<file path="src/rtl/seven_seg_scanner_if.sv">
// ---------------------------------------------------------------------------
// seven_seg_scanner_if
// Display-side bundle of the 7-segment scanner: the value/decimal-point/blank
// requests coming from the ROM reader top, and the multiplexed common-anode
// display drive going out to the board.
//   master : drives value_in, dp_in, blank_in; observes the display outputs
//   slave  : the scanner itself
// Signals:
//   value_in    [15:0] value to show, nibble k -> digit k (digit 0 rightmost)
//   dp_in       [3:0]  decimal point request per digit, active-high
//   blank_in           1 = all digits off, scanning continues
//   segments_n  [6:0]  segments {g,f,e,d,c,b,a}, active-low
//   dp_n               decimal point, active-low
//   digit_sel_n [3:0]  digit enables, active-low, bit k = digit k
//   frame_start        one-clock pulse when a new snapshot is taken
// ---------------------------------------------------------------------------
interface seven_seg_scanner_if;
  logic [15:0] value_in;
  logic [3:0]  dp_in;
  logic        blank_in;
  logic [6:0]  segments_n;
  logic        dp_n;
  logic [3:0]  digit_sel_n;
  logic        frame_start;

  modport master (
    output value_in, dp_in, blank_in,
    input  segments_n, dp_n, digit_sel_n, frame_start
  );

  modport slave (
    input  value_in, dp_in, blank_in,
    output segments_n, dp_n, digit_sel_n, frame_start
  );
endinterface

</file>
<file path="src/rtl/seven_seg_scanner.sv">
// ---------------------------------------------------------------------------
// seven_seg_scanner
// Multiplexes a 16-bit value as four hex digits on a common-anode 4-digit
// 7-segment display. A snapshot of value/dp is taken once per scan frame (on
// the digit 3 -> 0 wrap) so a frame never mixes old and new values, and each
// digit slot begins with BLANK_CYCLES clocks of all-digits-off dead time so
// segment changes are never visible on a lit digit.
// Parameters:
//   SCAN_DIV      clocks per digit slot (>= 2)
//   BLANK_CYCLES  dead-time clocks at the start of each slot (< SCAN_DIV)
// Ports:
//   clk      system clock
//   reset_n  asynchronous active-low reset
//   bus      seven_seg_scanner_if.slave (value/dp/blank in, display out)
// Optional build macro:
//   SEVEN_SEG_LEADING_ZERO_BLANK_EN - leading zero digits (never digit 0)
//   show no segments; the digit is still scanned so its decimal point works.
// ---------------------------------------------------------------------------
module seven_seg_scanner #(
  parameter int SCAN_DIV     = 50000,
  parameter int BLANK_CYCLES = 16
) (
  input  logic                clk,
  input  logic                reset_n,
  seven_seg_scanner_if.slave  bus
);

  localparam int             PW        = $clog2(SCAN_DIV);
  localparam logic [PW-1:0]  LAST_CNT  = PW'(SCAN_DIV - 1);
  localparam logic [PW-1:0]  BLANK_CNT = PW'(BLANK_CYCLES);

  // Active-low g..a patterns for hex digits.
  function automatic logic [6:0] hex7(input logic [3:0] n);
    case (n)
      4'h0: hex7 = 7'b1000000;
      4'h1: hex7 = 7'b1111001;
      4'h2: hex7 = 7'b0100100;
      4'h3: hex7 = 7'b0110000;
      4'h4: hex7 = 7'b0011001;
      4'h5: hex7 = 7'b0010010;
      4'h6: hex7 = 7'b0000010;
      4'h7: hex7 = 7'b1111000;
      4'h8: hex7 = 7'b0000000;
      4'h9: hex7 = 7'b0010000;
      4'hA: hex7 = 7'b0001000;
      4'hB: hex7 = 7'b0000011;
      4'hC: hex7 = 7'b1000110;
      4'hD: hex7 = 7'b0100001;
      4'hE: hex7 = 7'b0000110;
      default: hex7 = 7'b0001110;
    endcase
  endfunction

  // Scan state
  logic [PW-1:0] presc_q, presc_d;
  logic [1:0]    idx_q, idx_d;
  logic          started_q, started_d;   // first tick seen since reset
  logic [15:0]   snap_value_q, snap_value_d;
  logic [3:0]    snap_dp_q, snap_dp_d;

  // Registered outputs
  logic [3:0]    sel_q, sel_d;
  logic [6:0]    seg_q, seg_d;
  logic          dp_q, dp_d;
  logic          fs_q, fs_d;

  logic          tick;
  logic          wrap;
  logic          in_blank;
  logic          enabled;
  logic [3:0]    nib;
  logic [15:0]   upper;                  // current nibble and all above it

  assign tick = (presc_q == LAST_CNT);
  assign wrap = tick && (idx_q == 2'd3);

  // Next scan state
  // NOTE: every signal assigned in an always_comb gets a default at the top,
  // so no path leaves it unassigned and no latch is inferred.
  always_comb begin
    presc_d      = tick ? '0 : presc_q + PW'(1);
    idx_d        = tick ? idx_q + 2'd1 : idx_q;
    started_d    = started_q | tick;
    snap_value_d = snap_value_q;
    snap_dp_d    = snap_dp_q;
    if (wrap) begin
      snap_value_d = bus.value_in;
      snap_dp_d    = bus.dp_in;
    end
  end

  // Next output values are derived from the next scan state so that the
  // registered outputs line up with the prescaler value they belong to.
  // Segments follow only idx/snapshot, which change solely on a tick, i.e.
  // at the start of a slot while every digit is still off.
  always_comb begin
    in_blank = (presc_d < BLANK_CNT);
    enabled  = started_d && !in_blank && !bus.blank_in;
    upper    = snap_value_d >> {idx_d, 2'b00};
    nib      = upper[3:0];
    sel_d    = enabled ? ~(4'b0001 << idx_d) : 4'hF;
    seg_d    = started_d ? hex7(nib) : 7'h7F;
`ifdef SEVEN_SEG_LEADING_ZERO_BLANK_EN
    if (idx_d != 2'd0 && upper == 16'h0000) begin
      seg_d = 7'h7F;
    end
`else
`endif
    dp_d     = ~(enabled & snap_dp_d[idx_d]);
    fs_d     = wrap;
  end

  // NOTE: sequential state uses non-blocking assignments only, so every
  // register samples the pre-edge values regardless of statement order.
  always_ff @(posedge clk or negedge reset_n) begin
    if (!reset_n) begin
      presc_q      <= '0;
      idx_q        <= 2'd3;
      started_q    <= 1'b0;
      snap_value_q <= 16'h0000;
      snap_dp_q    <= 4'h0;
      sel_q        <= 4'hF;
      seg_q        <= 7'h7F;
      dp_q         <= 1'b1;
      fs_q         <= 1'b0;
    end else begin
      presc_q      <= presc_d;
      idx_q        <= idx_d;
      started_q    <= started_d;
      snap_value_q <= snap_value_d;
      snap_dp_q    <= snap_dp_d;
      sel_q        <= sel_d;
      seg_q        <= seg_d;
      dp_q         <= dp_d;
      fs_q         <= fs_d;
    end
  end

  assign bus.digit_sel_n = sel_q;
  assign bus.segments_n  = seg_q;
  assign bus.dp_n        = dp_q;
  assign bus.frame_start = fs_q;

endmodule
</file>
<file path="src/flat_wrapper.sv">
// flat-port wrapper written by rule: the top's interface ports become plain ports
module seven_seg_scanner_flat 
#(
  parameter int SCAN_DIV     = 50000,
  parameter int BLANK_CYCLES = 16
)
  (clk, reset_n, bus_value_in, bus_dp_in, bus_blank_in, bus_segments_n, bus_dp_n, bus_digit_sel_n, bus_frame_start);
  seven_seg_scanner_if bus_i ();
  input  logic clk;
  input  logic reset_n;
  input wire logic [$bits(bus_i.value_in)-1:0] bus_value_in;
  input wire logic [$bits(bus_i.dp_in)-1:0] bus_dp_in;
  input wire logic [$bits(bus_i.blank_in)-1:0] bus_blank_in;
  output wire logic [$bits(bus_i.segments_n)-1:0] bus_segments_n;
  output wire logic [$bits(bus_i.dp_n)-1:0] bus_dp_n;
  output wire logic [$bits(bus_i.digit_sel_n)-1:0] bus_digit_sel_n;
  output wire logic [$bits(bus_i.frame_start)-1:0] bus_frame_start;
  assign bus_i.value_in = bus_value_in;
  assign bus_i.dp_in = bus_dp_in;
  assign bus_i.blank_in = bus_blank_in;
  assign bus_segments_n = bus_i.segments_n;
  assign bus_dp_n = bus_i.dp_n;
  assign bus_digit_sel_n = bus_i.digit_sel_n;
  assign bus_frame_start = bus_i.frame_start;
  seven_seg_scanner #(.SCAN_DIV(SCAN_DIV), .BLANK_CYCLES(BLANK_CYCLES)) u_core (.clk(clk), .reset_n(reset_n), .bus(bus_i));
endmodule
</file>
<file path="config.mk">
export PLATFORM = sky130hd
export DESIGN_NAME = seven_seg_scanner_flat
export DESIGN_NICKNAME = d
export VERILOG_FILES = /design/src/rtl/seven_seg_scanner_if.sv /design/src/rtl/seven_seg_scanner.sv /design/src/flat_wrapper.sv
export SDC_FILE = /design/constraint.sdc
export NUM_CORES = 1
export LEC_CHECK = 0
export ABC_AREA = 1
export CORE_ASPECT_RATIO = 1.1
export CORE_MARGIN = 2
export CORE_UTILIZATION = 60
export DETAILED_ROUTE_END_ITERATION = 6
export HOLD_SLACK_MARGIN = 0.1
export PLACE_DENSITY = 0.85
export SLEW_MARGIN = 10
export SYNTH_ARGS = -nofsm -noshare
export SYNTH_HDL_FRONTEND = slang
export SYNTH_SLANG_ARGS = --single-unit
</file>
<file path="constraint.sdc">
create_clock -name clk -period 3.9 [get_ports clk]
set_clock_uncertainty 0.2 [all_clocks]
set_input_delay 0.39 -clock clk [delete_from_list [all_inputs] [get_ports clk]]
set_output_delay 0.39 -clock clk [all_outputs]
set_load 0.1 [all_outputs]
</file>
==> metrics.md, run 1 <==
| Metric | Value |
|---|---|
| # nets final | 457 |
| CP dominant cell by count | nand2_1 |
| Remaining global-route overflow | 0 |
| Post-synthesis sequential element count | 52 |
| Adder-cell area share of the yosys netlist | 2.97% |
| Mapped Area | 0.00295 mm^2 |
| Total Wirelength | 6100 um |
| Warnings, synthesis | 0 |
| RSZ-0062 raised after global routing | false |
| Port Buffers | 35 |
| Die height | 77.5 um |
| Max-cap violations | 0 |
| DR WL/cell | 12.6 um |
| Chip Width | 70.8 um |
| First-pass GRT wire length | 10800 um |
| CP arrival | 2.86 ns |
| Fill cells | 381 |
| Syn avg cell area | 7.65 um^2 |
| CTS tree | done |
| Setup TNS Final | 0 ns |
| Worst Path Required | 3.94 ns |
| Setup Viol. Count Final | 0 |
| Worst skew pair latency | 0.31 ns |
| Drt drc | 0 |
| Reg2reg path depth | 15 |
| Cell Chain, Critical Path | ha_1 > nand3_2 > nor2_2 > nand3_2 > clkinv_1 > nand2_1 > nand2_1 > nand2_1 > nand2_1 > nor2_2 > ha_1 > inv_1 > nand3_1 > nand3_1 > nand3_1 |
| Final Cell Area | 0.00347 mm^2 |
| Final hold violations | 0 |
| Tcrit/Tclk final | 72.2% |
| Peak fanout along the critical path | 12 |
| CTS root buffer | clkbuf_8 |
| Hpwl dp | 4720 um |
| Pwr per Cell Area | 272 mW/mm^2 |
| Layout cells sized above 1 | 15.4% |
| Post-route ant nets | 0 |
| Crit path capture type | flop |
| Register area share after synthesis | 44.8% |
| Synth Flop Type | dfrtp_1 |
| Core Box Area | 0.00468 mm^2 |
| Max Slew Vio Count | 0 |
| Die area | 0.00549 mm^2 |
| Hold depth | 1 |
| Crit path launch type | flop |
| Clk sinks | 52 |
| CTS buffer count | 5 |
| Synth cell types | 31 |
| Synth Area in Compound Gates | 3.91% |
| Post-Synth Simple-Gate Area | 37.2% |
| Post-DP Area | 0.00335 mm^2 |
| Hold Crit Class | flop to flop |
| PnR Total Power | 944 uW |
| Area of the multi-input gates | 0.00134 mm^2 |
| Register area | 0.00132 mm^2 |
| Max Fclk | 355 MHz |
| GRT Total Usage | 24.8% |
| Post-layout min period | 2.82 ns |
| DRT iter0 DRCs | 144 |
| Layout area overhead | 17.7% |
| Fin cells | 484 |
| Initial antenna violation count | 0 |
| Standard-cell rows | 26 |
| Diodes inserted | 0 |
| Largest net degree at the start of global routing | 33 |
| RePlAce Congestion | 0.883 |
| Post_cts resized | 0 |
| Fraction of registers with async set/reset | 100% |
| Vias in the first global route | 2430 |
| Critical-path top delay cell | dfrtp_1 |
| CP peak stage delay | 0.38 ns |
| Largest family of logic cells by synthesized area | simple AND/OR/NAND/NOR gates |
| P_leak | 1.88 nW |
| Crit path kind | flop to flop |
| Post-Synth XOR/XNOR Area | 1.49% |
| Multiplexer area fraction after synthesis | 0% |
| Gate Count Post-Synth | 385 |
| Io pins | 36 |
| Outcome | completed |
| Vias post-DR | 2480 |
| VDD IR max | 252 uV |
| Clock buffer depth | 2 |
| Number of flops mapped to enable cells by yosys | 0 |
| Worst Max-Slew Pin Slew | 0.983 ns |
| Clk slew on worst S/H paths | 0.09 ns |
| CTS H-tree lvls | 2 |
| Placed instance count | 475 |
| Mapped Nets | 415 |
| Starting Density | 62.9% |
| Pre-Repair DR Iteration Count | 4 |
| Vias per inst | 5.12 |
| Slew HR | 34.3% |
stage by stage:
step	worst slack [ns]	hold slack (ns)	utilization (%)
floorplan	1.48	-0.106	-
global placement	1.19	0.170	71.4
detailed placement	1.09	0.176	71.4
CTS	1.07	0.272	74.0
global route	0.818	0.300	74.0
finish	1.08	0.272	74.0
logic make-up (layout without fill, tap and decap cells):
family,Yosys count,in the layout
AOI/OAI and AO/OA,20,20
xor gates and xnor gates,5,5
adders and majority gates,7,7
buffers and inverters,72,115
DFF,52,52
and+or+nand+nor,229,229
registers in the layout, summed over array words and instances, names as in the netlist:
name	flops
u_core.idx_q	2
u_core.presc_q	16
u_core.bus.segments_n	7
u_core.bus.digit_sel_n	4
u_core.bus.frame_start	1
u_core.started_q	1
u_core.snap_value_q	16
u_core.bus.dp_n	1
u_core.snap_dp_q	4
area by class of cell:
| type | count | share of cell area, % |
|---|---|---|
| multi-input cells | 261 | 38.7 |
| well taps | 56 | 2.02 |
| flip-flops and latches | 52 | 38.0 |
| clock inverters | 3 | 1.23 |
| clock buffers | 5 | 1.98 |
| inverters | 70 | 7.58 |
| repair buffers | 37 | 10.5 |
critical path, delay by kind of cell (launching register included):
family	cells	cell delay (ns)
DFF	1	0.38
buffers and inverters	2	0.30
and+or+nand+nor	11	1.41
adders and majority gates	2	0.45
metal layers:
| metal | vias to the layer above | wire, um | global-route usage [%] |
|---|---|---|---|
| met5 | - | 0 | 0 |
| li1 | 1263 | - | - |
| met3 | 11 | 275 | 5.06 |
| met2 | 57 | 3020 | 42.1 |
| met4 | 0 | 110 | 8.49 |
| met1 | 1149 | 2700 | 31.3 |
synthesized netlist by cell type, types with 5 or more instances:
master     n  area, um^2
o21ai_1    7        35.0
inv_1     65         244
ha_1       7        87.6
nor2_2     8        50.1
o21ai_0    6        30.0
nand2_1  112         420
nor2_1    33         124
dfstp_2   14         368
nand2_2   17         106
nor2_4     5        56.3
dfrtp_1   38         951
nand3_1   34         170
nand4_1    6        37.5
power by group:
part / internal, mW / switching (mW) / total, mW
sequential: 0.540 / 0 / 0.540
combinational: 0.0203 / 0.0148 / 0.0351
clock: 0.190 / 0.180 / 0.369
worst paths after layout:
check                                   from                        to  slack (ns)
min reg2reg                u_core.presc_q[0]         u_core.presc_q[0]        0.27
min in group asynchronous            reset_n         u_core.presc_q[9]        0.35
min                        u_core.presc_q[0]         u_core.presc_q[0]        0.27
max                        u_core.presc_q[0]  u_core.bus.segments_n[0]        1.08
max reg2reg                u_core.presc_q[0]  u_core.bus.segments_n[0]        1.08
max in group asynchronous            reset_n           u_core.idx_q[0]        2.34
layout by cell type, fill, tap and decap left out, drive strengths merged:
master and instances:
o211ai 1, xnor2 1, o21bai 2, clkbuf 5, clkdlybuf4s50 34, nor3 3, dfstp 14, clkinvlp 1
or2 3, o21ai 14, nor2 47, buf 2, o22ai 2, inv 69, nand2 131, nand3b 1
ha 7, dfrtp 38, nand4 6, clkinv 2, dlygate4sd3 1, xor2 4, bufinv 1, a31oi 1
nand3 38
repair_timing:
action / CTS / global route
hold endpoints to repair: 19 / 0
endpoints found under the setup margin: 0 / 0
hold buffers: 1 / 0
buffers inserted: 0 / 0
No activity file was read; power rests on OpenSTA's default activity.
==> run 2: changes to the inputs <==
Settings changed: CORE_UTILIZATION 60 to 56, PLACE_DENSITY 0.85 to 0.8.
Clock period 3.9 ns to 2.72 ns, I/O delays scaled along.
==> run 2 against run 1 <==
Net effect: via count rose by 4.7%; clock power is 18% higher; global-route usage decreased by 1.3 points; flip-flop and latch count unchanged; critical endpoint unchanged; largest cell class unchanged.
==> metrics.md, run 2 (same netlist as run 1, synthesis figures left out) <==
| Metric | Value |
|---|---|
| Max-cap violations | 0 (unchanged) |
| Setup crit start | u_core.presc_q[0] |
| Crit path kind | flop to flop |
| Area of the multi-input gates | 0.00139 mm^2 (+3.5%) |
| Hpwl dp | 4930 um (+4.5%) |
| DR WL/cell | 12.6 um (+0.16%) |
| Layout area overhead | 23.9% |
| Worst setup slack after layout | 0.179 ns (-0.906 ns) |
| Cell Chain, Critical Path | ha_2 > nand3_4 > nor2_8 > nand2_2 > nand2_1 > nand2_2 > nand2_4 > inv_2 > nand2_1 > nand2_1 > nor2_4 > inv_1 > ha_1 > nand3_1 > nand2_1 > nand2_1 > nand3_1 |
| Final hold violations | 0 (unchanged) |
| Drt drc | 0 (unchanged) |
| # nets final | 481 (+5.3%) |
| Outcome | completed |
| CP peak stage delay | 0.39 ns (about the same) |
| Diodes inserted | 0 (unchanged) |
| Die area | 0.00586 mm^2 (+6.8%) |
| CTS H-tree lvls | 2 (unchanged) |
| CTS root buffer | clkbuf_8 |
| CTS buffer count | 5 (unchanged) |
| Critical-path top delay cell | dfrtp_1 |
| Worst Max-Slew Pin Slew | 0.960 ns (-0.0232 ns) |
| Crit path launch type | flop |
| Clk sinks | 52 (unchanged) |
| Hold Crit Class | flop to flop |
| Chip Width | 73.2 um (+3.3%) |
| Most common cell after layout, fill and taps aside | nand2_1 |
| Worst skew pair latency | 0.29 ns (-0.02 ns) |
| Setup crit end | u_core.bus.segments_n[0] |
| Starting Density | 58.5% (-4.4 points) |
| Max Slew Vio Count | 0 (unchanged) |
| Remaining global-route overflow | 0 (unchanged) |
| Largest net degree at the start of global routing | 45 (+36%) |
| Die height | 80.1 um (+3.3%) |
| CP dominant cell by count | nand2_1 |
| Worst Path Required | 2.74 ns (-1.20 ns) |
| VDD IR max | 289 uV (+14%) |
| First-pass GRT wire length | 10800 um (+0.32%) |
| Io pins | 36 (unchanged) |
| Clock buffer depth | 2 (unchanged) |
| Core Box Area | 0.00503 mm^2 (+7.5%) |
| Sw Ratio | 19.7% (-0.90 points) |
| Post-route ant nets | 0 (unchanged) |
| Vias in the first global route | 2417 (-0.53%) |
| Clk slew on worst S/H paths | 0.08 ns (about the same) |
| Terminus of the critical flop-to-flop path | u_core.bus.segments_n[0] |
| GRT Total Usage | 23.5% (-1.3 points) |
| Comb power frac | 4.0% (+0.3 points) |
| Setup Viol. Count Final | 0 (unchanged) |
| Pre-Repair DR Iteration Count | 5 (+1) |
| CP arrival | 2.56 ns (-0.30 ns) |
| Post-layout min period | 2.54 ns (-0.274 ns) |
| Clock power share | 34.5% (-4.6 points) |
| Layout cells sized above 1 | 23.9% (+8.5 points) |
| Flop2flop setup slack | 0.18 ns (-0.91 ns) |
| Slew HR | 36.0% (+1.8 points) |
| Reg2reg path depth | 17 (+2) |
| DRT iter0 DRCs | 109 (-24%) |
| Peak fanout along the critical path | 5 (-7) |
| Final Core Density | 72.5% (-1.5 points) |
| Net switching power | 248 uW (+28%) |
| R2r startpoint | u_core.presc_q[0] |
| Initial antenna violation count | 0 (unchanged) |
| Port Buffers | 35 (unchanged) |
| Dpl ws | -0.00525 ns (-1.10 ns) |
| P_leak | 1.98 nW (+5.4%) |
| Commonest cells after routing, fill and taps aside | 111 x nand2_1, 65 x inv_1, 38 x buf_4 |
| CTS tree | done |
| Vias per inst | 5.09 (-0.62%) |
| RePlAce Congestion | 0.884 (about the same) |
| Vias post-DR | 2597 (+4.7%) |
| Crit path capture type | flop |
| Total Wirelength | 6440 um (+5.5%) |
| Pwr per Cell Area | 345 mW/mm^2 (+27%) |
| Internal | 1.01 mW (+35%) |
| Max Fclk | 394 MHz (+11%) |
| Register area | 0.00132 mm^2 (about the same) |
| Register share of total power | 61.4% (+4.3 points) |
| Fill cells | 392 (+2.9%) |
| Standard-cell rows | 27 (+3.8%) |
| Tcrit/Tclk final | 93.4% (+21 points) |
run 2: changes by cell type in the layout (fill, tap and decap cells not counted), moves of 2 or more:
cell | previous run | this run
nor2_1 | 33 | 31
ha_2 | 0 | 2
clkbuf_1 | 0 | 2
ha_1 | 7 | 5
nand3_2 | 3 | 1
clkdlybuf4s50_1 | 34 | 21
nand3_4 | 1 | 3
buf_4 | 1 | 38
nor2_4 | 5 | 8
run 2: layer usage:
layer | up-vias | global-route usage [%] | share of wire, %
met3 | 12 | 3.01 | 4.3
li1 | 1307 | - | -
met1 | 1205 | 31.8 | 42
met4 | 0 | 6.48 | 1.7
met5 | - | 0 | 0
met2 | 73 | 39.3 | 52
run 2: how the worst min path moves through the flow:
stage / to / depth (start not counted) / startpoint
detailed placement: u_core.snap_value_q[12] / 2 / u_core.snap_value_q[12]
global route: u_core.snap_value_q[5] / 2 / u_core.snap_value_q[5]
floorplan: u_core.bus.frame_start / 0 / reset_n
finish: u_core.snap_value_q[13] / 2 / u_core.snap_value_q[13]
CTS: u_core.snap_value_q[13] / 2 / u_core.snap_value_q[13]
global placement: u_core.presc_q[0] / 1 / u_core.presc_q[0]
run 2: power groups by stage:
stage	Clock, mW	Sequential (mW)	Combinational, mW
after floorplan	0	0.788	0.00216
after global placement	0	0.788	0.0507
after detailed placement	0	0.788	0.0513
after CTS	0.452	0.774	0.0524
after global routing	0.485	0.774	0.0566
final	0.435	0.773	0.0507
run 2: final cells by class:
| type | count | area share, % |
|---|---|---|
| Clock buffer | 8 | 2.47 |
| Inverter | 70 | 7.30 |
| Multi-Input combinational cell | 261 | 38.1 |
| Sequential cell | 52 | 36.2 |
| Tap cell | 58 | 1.99 |
| Timing Repair Buffer | 61 | 14.0 |
run 2: stage by stage:
| step | power, mW | std cells | setup TNS (ns) | cell area, um^2 | hold WS [ns] |
|---|---|---|---|---|---|
| finish | 1.26 | 510 | 0 | 3650 | 0.297 |
| global route | 1.32 | 510 | -0.0518 | 3650 | 0.318 |
| CTS | 1.28 | 500 | 0 | 3530 | 0.293 |
| detailed placement | 0.839 | 491 | -0.00525 | 3420 | 0.272 |
| global placement | 0.839 | 491 | 0 | 3420 | 0.242 |
| floorplan | 0.790 | 385 | 0 | 2950 | -0.224 |
run 2: timing repair:
item,4_1_cts,5_1_grt
gates cloned,0,0
buffers inserted,0,10
pin swaps,0,6
setup endpoints to repair,2,7
hold buffers,1,0
endpoints found under the hold margin,38,0
gates resized for setup,1,13
run 2: worst max-delay path, delay by kind of cell (launching register included):
kind                       cells  cell delay (ns)
adders and majority gates      2             0.45
DFF                            1             0.39
and+or+nand+nor               13             1.30
buffers and inverters          2             0.14
==> run 3: changes to the inputs <==
Settings changed: CTS_CLUSTER_DIAMETER set to 120.
==> results of run 3 <==
No change in the layout: final DEF, timing and power equal those of run 2.
